## src/rtl/prescaler_tick_gen.sv

```systemverilog
// Multi-channel prescaler. Each channel divides clk_in by a runtime-programmable
// divisor and produces a one-cycle tick (clock enable) plus a square-wave level.
// New divisors arrive through a single-entry valid/ready config port and take
// effect at the target channel's period boundary so no period is ever truncated.
module prescaler_tick_gen #(
    parameter int N_CH    = 4,
    parameter int CNT_W   = 27,
    parameter int DEF_DIV = 100_000_000,
    parameter int CH_W    = (N_CH > 1) ? $clog2(N_CH) : 1
) (
    input  logic              clk_in,
    input  logic              reset,
    input  logic [N_CH-1:0]   run,
    input  logic              sync_clr,
    input  logic              cfg_valid,
    output logic              cfg_ready,
    input  logic [CH_W-1:0]   cfg_ch,
    input  logic [CNT_W-1:0]  cfg_div,
    input  logic              cfg_mode,
    output logic              cfg_err,
    output logic [N_CH-1:0]   tick_o,
    output logic [N_CH-1:0]   sq_o
);

    // Square level for a given count: low for ceil(D/2) counts, high for floor(D/2).
    function automatic logic sq_level(input logic [CNT_W-1:0] cnt,
                                      input logic [CNT_W-1:0] div);
        return cnt >= (div - (div >> 1));
    endfunction

    // Pending config slot (control flag plus captured payload).
    logic              r_pend;
    logic [CH_W-1:0]   r_pch;
    logic [CNT_W-1:0]  r_pdiv;
    logic              r_pmode;
    logic              r_err;

    logic              w_cfg_bad;
    logic              w_try;
    logic              w_accept;
    logic [N_CH-1:0]   w_apply;

    assign w_cfg_bad = (cfg_div < CNT_W'(2)) || (int'(cfg_ch) >= N_CH);
    assign w_try     = cfg_valid && !r_pend;
    assign w_accept  = w_try && !w_cfg_bad;

    assign cfg_ready = !r_pend;
    assign cfg_err   = r_err;

    // Config control: accept/reject requests, release the slot once applied.
    always_ff @(posedge clk_in) begin
        if (reset) begin
            r_pend <= 1'b0;
            r_err  <= 1'b0;
        end else begin
            r_err <= w_try && w_cfg_bad;
            if (r_pend && (sync_clr || (|w_apply))) begin
                r_pend <= 1'b0;
            end else if (w_accept) begin
                r_pend <= 1'b1;
            end
        end
    end

    // Capture the payload of an accepted request; only meaningful while r_pend=1.
    always_ff @(posedge clk_in) begin
        if (w_accept) begin
            r_pch   <= cfg_ch;
            r_pdiv  <= cfg_div;
            r_pmode <= cfg_mode;
        end
    end

    for (genvar gi = 0; gi < N_CH; gi++) begin : g_ch
        logic [CNT_W-1:0] r_cnt;
        logic [CNT_W-1:0] r_div;
        logic             r_mode;
        logic             r_done;
        logic             r_tick;
        logic             r_sq;
        logic             r_run_d;

        logic             w_sel;
        logic             w_active;
        logic             w_wrap;
        logic             w_apply_ch;
        logic [CNT_W-1:0] w_cnt_inc;

        assign w_sel      = r_pend && (int'(r_pch) == gi);
        assign w_active   = run[gi] && !r_done;
        assign w_wrap     = w_active && (r_cnt == (r_div - CNT_W'(1)));
        // Apply at the wrap edge, or immediately when the channel is idle/finished.
        assign w_apply_ch = w_sel && (w_wrap || !run[gi] || r_done);
        assign w_cnt_inc  = r_cnt + CNT_W'(1);

        assign w_apply[gi] = w_apply_ch;
        assign tick_o[gi]  = r_tick;
        assign sq_o[gi]    = r_sq;

        // Channel counter, tick/square generation, one-shot latch and config load.
        always_ff @(posedge clk_in) begin
            if (reset) begin
                r_cnt   <= '0;
                r_div   <= CNT_W'(DEF_DIV);
                r_mode  <= 1'b0;
                r_done  <= 1'b0;
                r_tick  <= 1'b0;
                r_sq    <= 1'b0;
                r_run_d <= 1'b0;
            end else begin
                r_run_d <= run[gi];
                if (sync_clr) begin
                    r_cnt  <= '0;
                    r_sq   <= 1'b0;
                    r_tick <= 1'b0;
                    r_done <= 1'b0;
                    if (w_sel) begin
                        r_div  <= r_pdiv;
                        r_mode <= r_pmode;
                    end
                end else begin
                    // The tick for the closing period still fires on an apply edge.
                    r_tick <= w_wrap;
                    if (w_apply_ch) begin
                        r_div  <= r_pdiv;
                        r_mode <= r_pmode;
                        r_cnt  <= '0;
                        r_done <= 1'b0;
                        r_sq   <= 1'b0;
                    end else if (w_wrap) begin
                        r_cnt <= '0;
                        r_sq  <= 1'b0;
                        if (r_mode) begin
                            r_done <= 1'b1;
                        end
                    end else if (w_active) begin
                        r_cnt <= w_cnt_inc;
                        r_sq  <= sq_level(w_cnt_inc, r_div);
                    end else if (r_run_d && !run[gi]) begin
                        // Dropping run re-arms a finished one-shot channel.
                        r_done <= 1'b0;
                    end
                end
            end
        end
    end

endmodule

```

## config.mk

```make
export PLATFORM = sky130hd
export DESIGN_NAME = prescaler_tick_gen
export DESIGN_NICKNAME = d
export VERILOG_FILES = /design/src/rtl/prescaler_tick_gen.sv
export SDC_FILE = /design/constraint.sdc
export NUM_CORES = 1
export LEC_CHECK = 0
export CORE_ASPECT_RATIO = 0.7
export CORE_MARGIN = 5
export CORE_UTILIZATION = 45
export DETAILED_ROUTE_END_ITERATION = 10
export SLEW_MARGIN = 40
export SYNTH_ARGS = -nofsm -noshare
export SYNTH_HDL_FRONTEND = slang
export SYNTH_SLANG_ARGS = --single-unit
```

## constraint.sdc

```tcl
create_clock -name clk_in -period 5.7 [get_ports clk_in]
set_clock_uncertainty 0.15 [all_clocks]
set_input_delay 1.14 -clock clk_in [delete_from_list [all_inputs] [get_ports clk_in]]
set_output_delay 1.14 -clock clk_in [all_outputs]
set_load 0.1 [all_outputs]
```

==> impl_metrics.prom <==
# TYPE chip_impl_metric gauge
chip_impl_metric{name="final_antenna_net_count",unit=""} 0
chip_impl_metric{name="antenna_found_initial",unit=""} 1
chip_impl_metric{name="max_cap_viol_count",unit=""} 0
chip_impl_metric{name="grt_max_degree",unit=""} 78
chip_impl_metric{name="global_route_wire_length_before_repair",unit="um"} 99220
chip_impl_metric{name="initial_standard_cell_utilization_of_the_core",unit="%"} 45.61
chip_impl_metric{name="clkSinkCount",unit=""} 268
chip_impl_metric{name="first_global_vias",unit=""} 17876
chip_impl_metric{name="syn_nets",unit=""} 3222
chip_impl_metric{name="detail_route.first_pass.iterations",unit=""} 5
chip_impl_metric{name="clk_transition_reported_paths",unit="ns"} 0.07
chip_impl_metric{name="floorplan.core_area",unit="um2"} 50940
chip_impl_metric{name="drc_errors",unit=""} 0
chip_impl_metric{name="total_gr_overflow",unit=""} 0
chip_impl_metric{name="max_slew_margin_vs_limit",unit="%"} 44.42
chip_impl_metric{name="clock_insertion_delay_worst_skew",unit="ns"} 0.58
chip_impl_metric{name="design.final.nets",unit=""} 3192
chip_impl_metric{name="synth.mux.area_fraction",unit="%"} 2.887
chip_impl_info{name="crit_path_capture_type",value="flip-flop"} 1
chip_impl_metric{name="synth-async-reset-ratio",unit="%"} 0
chip_impl_metric{name="timing_max_transition_violations_final",unit=""} 0
chip_impl_metric{name="clock_tree_buffer_depth",unit=""} 3
chip_impl_metric{name="number_of_synthesis_warnings",unit=""} 0
chip_impl_metric{name="synth_seq_area_share",unit="%"} 24.38
chip_impl_metric{name="row_count",unit=""} 69
chip_impl_metric{name="transition_time_at_the_pin_with_the_least_slew_margin",unit="ns"} 0.8307
chip_impl_metric{name="insertedDiodeCount",unit=""} 0
chip_impl_metric{name="place_congestion",unit=""} 0.9253
chip_impl_metric{name="layout.cell_area.non_filler",unit="um2"} 25160
chip_impl_info{name="hold_path.class",value="flip-flop to flip-flop"} 1
chip_impl_metric{name="finalSetupTns",unit="ns"} 0
chip_impl_metric{name="post_drt_via_cell_ratio",unit=""} 5.472
chip_impl_metric{name="finalHoldViolations",unit=""} 0
chip_impl_metric{name="synth_compound_gate_area_share",unit="%"} 11.50
chip_impl_metric{name="synthSimpleGateAreaFrac",unit="%"} 19.98
chip_impl_metric{name="ctsResizeCount",unit=""} 0
chip_impl_metric{name="placedInstanceArea",unit="um2"} 24160
chip_impl_metric{name="hpwl",unit="um"} 50260
chip_impl_metric{name="ratio_of_cells_with_drive_above_1_in_the_final_layout",unit="%"} 3.686
chip_impl_metric{name="syn_area",unit="um2"} 23230
chip_impl_metric{name="leakage",unit="nW"} 10.74
chip_impl_metric{name="min_period",unit="ns"} 4.902
chip_impl_metric{name="dieArea",unit="um2"} 56350
chip_impl_metric{name="netlist-cell-type-count",unit=""} 79
chip_impl_metric{name="die-height",unit="um"} 200.1
chip_impl_metric{name="final-setup-viol-count",unit=""} 0
chip_impl_info{name="grt_setup_unrepaired",value="false"} 1
chip_impl_metric{name="ios",unit=""} 48
chip_impl_metric{name="first_iter_violations",unit=""} 1641
chip_impl_metric{name="synth-xor-area-share",unit="%"} 17.84
chip_impl_info{name="outcome",value="complete, no violations"} 1
chip_impl_metric{name="yosys_register_bits",unit=""} 268
chip_impl_metric{name="synth_edf_count",unit=""} 30
chip_impl_metric{name="synthesized_instance_count",unit=""} 2856
chip_impl_metric{name="avgRoutedWirePerCell",unit="um"} 18.02
chip_impl_metric{name="pwr_density_cell",unit="nW/um2"} 186.7
chip_impl_metric{name="number_of_levels_the_h_tree_was_split_into",unit=""} 1
chip_impl_metric{name="worstPathMaxFanout",unit=""} 5
chip_impl_metric{name="synthAdderAreaFrac",unit="%"} 17.79
chip_impl_metric{name="syn-mean-instance-area",unit="um2"} 8.135
chip_impl_metric{name="track_usage",unit="%"} 21.67
chip_impl_metric{name="routed_wirelength",unit="um"} 63490
chip_impl_metric{name="irDropWorstVdd",unit="uV"} 196.9
chip_impl_info{name="crit_type",value="flip-flop to flip-flop"} 1
chip_impl_info{name="synth_top_flop_cell",value="sky130_fd_sc_hd__dfxtp_1"} 1
chip_impl_metric{name="area_growth",unit="%"} 8.304
chip_impl_info{name="cts_tree",value="done"} 1
chip_impl_metric{name="total_via_count_after_detailed_routing",unit=""} 19277
chip_impl_metric{name="fmax",unit="MHz"} 204.0
chip_impl_metric{name="critical_path_arrival",unit="ns"} 5.18
chip_impl_metric{name="die_w",unit="um"} 281.6
chip_impl_metric{name="cts_hold_bufs",unit=""} 0
chip_impl_metric{name="critical_path_required",unit="ns"} 5.98
chip_impl_info{name="critical_path.startpoint_type",value="flip-flop"} 1
chip_impl_info{name="commonest_cells_after_routing_fill_and_taps_aside",value="sky130_fd_sc_hd__nor2_1 (382), sky130_fd_sc_hd__ha_1 (324), sky130_fd_sc_hd__xnor2_1 (273)"} 1
chip_impl_metric{name="finalCritPeriodShare",unit="%"} 85.99
chip_impl_info{name="root_driver",value="sky130_fd_sc_hd__clkbuf_16"} 1
chip_impl_info{name="combinational_family_with_the_most_area_after_synthesis",value="simple AND/OR/NAND/NOR gates"} 1
chip_impl_metric{name="cts_made_buffers",unit=""} 29
chip_impl_metric{name="post-cts-setup-buffers",unit=""} 0
chip_impl_metric{name="place.port_buffers",unit=""} 47
chip_impl_info{name="layout_commonest_cell",value="sky130_fd_sc_hd__nor2_1"} 1
-- per-layer routing --
| layer | vias up | share of wire, % | global-route usage (%) |
|---|---|---|---|
| li1 | 9680 | - | - |
| met1 | 8949 | 54 | 35.64 |
| met2 | 581 | 37 | 29.28 |
| met3 | 65 | 6.9 | 3.399 |
| met4 | 2 | 2.2 | 4.124 |
| met5 | - | 0.093 | 0.7692 |
-- sequential cells by signal (all words and copies together) (netlist names), 2 cells and up --
register / flops
g_ch.r_cnt: 108
g_ch.r_div: 108
g_ch.r_done: 4
g_ch.r_mode: 4
g_ch.r_run_d: 4
g_ch.r_sq: 4
g_ch.r_tick: 4
r_pch: 2
r_pdiv: 27
-- worst paths after layout --
path                                                    start  cells after the start  slack (ns)                     endpoint
worst min register to register     g_ch[0].r_run_d$_SDFF_PP0_                      1        0.28  g_ch[0].r_done$_SDFFE_PP0P_
worst max register to register  g_ch[2].r_div[2]$_SDFFE_PP0P_                     17        0.80    g_ch[2].r_sq$_SDFFE_PP0P_
worst min-delay path               g_ch[0].r_run_d$_SDFF_PP0_                      1        0.28  g_ch[0].r_done$_SDFFE_PP0P_
worst max-delay path            g_ch[2].r_div[2]$_SDFFE_PP0P_                     17        0.80    g_ch[2].r_sq$_SDFFE_PP0P_
-- worst max-delay path, stage by stage, from the launching register on --
cell and delay [ns]:
sky130_fd_sc_hd__dfxtp_1 0.44, sky130_fd_sc_hd__inv_1 0.12, sky130_fd_sc_hd__ha_1 0.29, sky130_fd_sc_hd__o21ba_2 0.16, sky130_fd_sc_hd__nor4_1 0.06, sky130_fd_sc_hd__a2111oi_2 0.47, sky130_fd_sc_hd__o221ai_1 0.30, sky130_fd_sc_hd__a41oi_1 0.44
sky130_fd_sc_hd__o221ai_1 0.25, sky130_fd_sc_hd__a211oi_1 0.39, sky130_fd_sc_hd__o31ai_1 0.18, sky130_fd_sc_hd__or4_1 0.45, sky130_fd_sc_hd__nand4_1 0.11, sky130_fd_sc_hd__ha_1 0.24, sky130_fd_sc_hd__a21o_1 0.18, sky130_fd_sc_hd__a211oi_1 0.26
sky130_fd_sc_hd__nor2b_1 0.18, sky130_fd_sc_hd__a211oi_1 0.07
-- cells in the mapped netlist (13+ instances only) --
| cell type | number | area share [%] |
|---|---|---|
| sky130_fd_sc_hd__edfxtp_1 | 30 | 3.9 |
| sky130_fd_sc_hd__o31ai_1 | 21 | 0.68 |
| sky130_fd_sc_hd__ha_1 | 324 | 17 |
| sky130_fd_sc_hd__buf_2 | 13 | 0.28 |
| sky130_fd_sc_hd__a211oi_1 | 16 | 0.52 |
| sky130_fd_sc_hd__o21ai_0 | 45 | 0.97 |
| sky130_fd_sc_hd__nor2b_1 | 29 | 0.78 |
| sky130_fd_sc_hd__nand2_1 | 171 | 2.8 |
| sky130_fd_sc_hd__inv_1 | 203 | 3.3 |
| sky130_fd_sc_hd__and3_1 | 37 | 1.0 |
| sky130_fd_sc_hd__nand3_1 | 83 | 1.8 |
| sky130_fd_sc_hd__nor2_1 | 384 | 6.2 |
| sky130_fd_sc_hd__or3_1 | 16 | 0.43 |
| sky130_fd_sc_hd__a31oi_1 | 20 | 0.54 |
| sky130_fd_sc_hd__nand4_1 | 47 | 1.3 |
| sky130_fd_sc_hd__and2_1 | 14 | 0.38 |
| sky130_fd_sc_hd__a21oi_1 | 165 | 3.6 |
| sky130_fd_sc_hd__o21bai_1 | 23 | 0.74 |
| sky130_fd_sc_hd__dfxtp_1 | 238 | 21 |
| sky130_fd_sc_hd__xor2_1 | 195 | 7.4 |
| sky130_fd_sc_hd__nor4_1 | 30 | 0.81 |
| sky130_fd_sc_hd__mux2i_1 | 67 | 2.9 |
| sky130_fd_sc_hd__nand2b_1 | 25 | 0.67 |
| sky130_fd_sc_hd__clkbuf_1 | 87 | 1.4 |
| sky130_fd_sc_hd__xnor2_1 | 273 | 10 |
| sky130_fd_sc_hd__a21o_1 | 32 | 1.0 |
| sky130_fd_sc_hd__nor3_1 | 97 | 2.1 |
-- final cells by class --
class / instances / area (um2)
repair buffers: 61 / 590.6
inverters: 203 / 762.0
multi-input cells: 2263 / 16300
fillers: 4847 / 25770
flip-flops and latches: 268 / 5665
clock inverters: 21 / 225.2
clock buffers: 33 / 772.0
well taps: 674 / 843.3
-- stage by stage --
stage / power [W] / util, % / std cells / hold slack [ns] / worst slack [ns]
floorplan: 0.002518 / - / 2856 / 0.2551 / 1.497
global placement: 0.002715 / 47.33 / 3465 / 0.2610 / 0.8926
detailed placement: 0.002738 / 47.44 / 3469 / 0.2748 / 0.8406
CTS: 0.004733 / 49.40 / 3523 / 0.2840 / 0.8110
global route: 0.004891 / 49.40 / 3523 / 0.2924 / 0.3111
finish: 0.004697 / 49.40 / 3523 / 0.2850 / 0.7983
-- cells by family after synthesis --
| kind of cell | Yosys count |
|---|---|
| AOI/OAI and AO/OA | 415 |
| xor gates and xnor gates | 470 |
| adders and majority gates | 328 |
| buffers and inverters | 325 |
| DFF | 268 |
| muxes | 67 |
| and+or+nand+nor | 983 |
-- power breakdown --
group          internal [W]  total [W]  switching, W
clock               0.00113    0.00199      0.000860
combinational      0.000287   0.000706      0.000419
sequential          0.00194    0.00200     0.0000596
total               0.00336    0.00470       0.00134
Note: power is estimated with default switching activity, not from simulation.
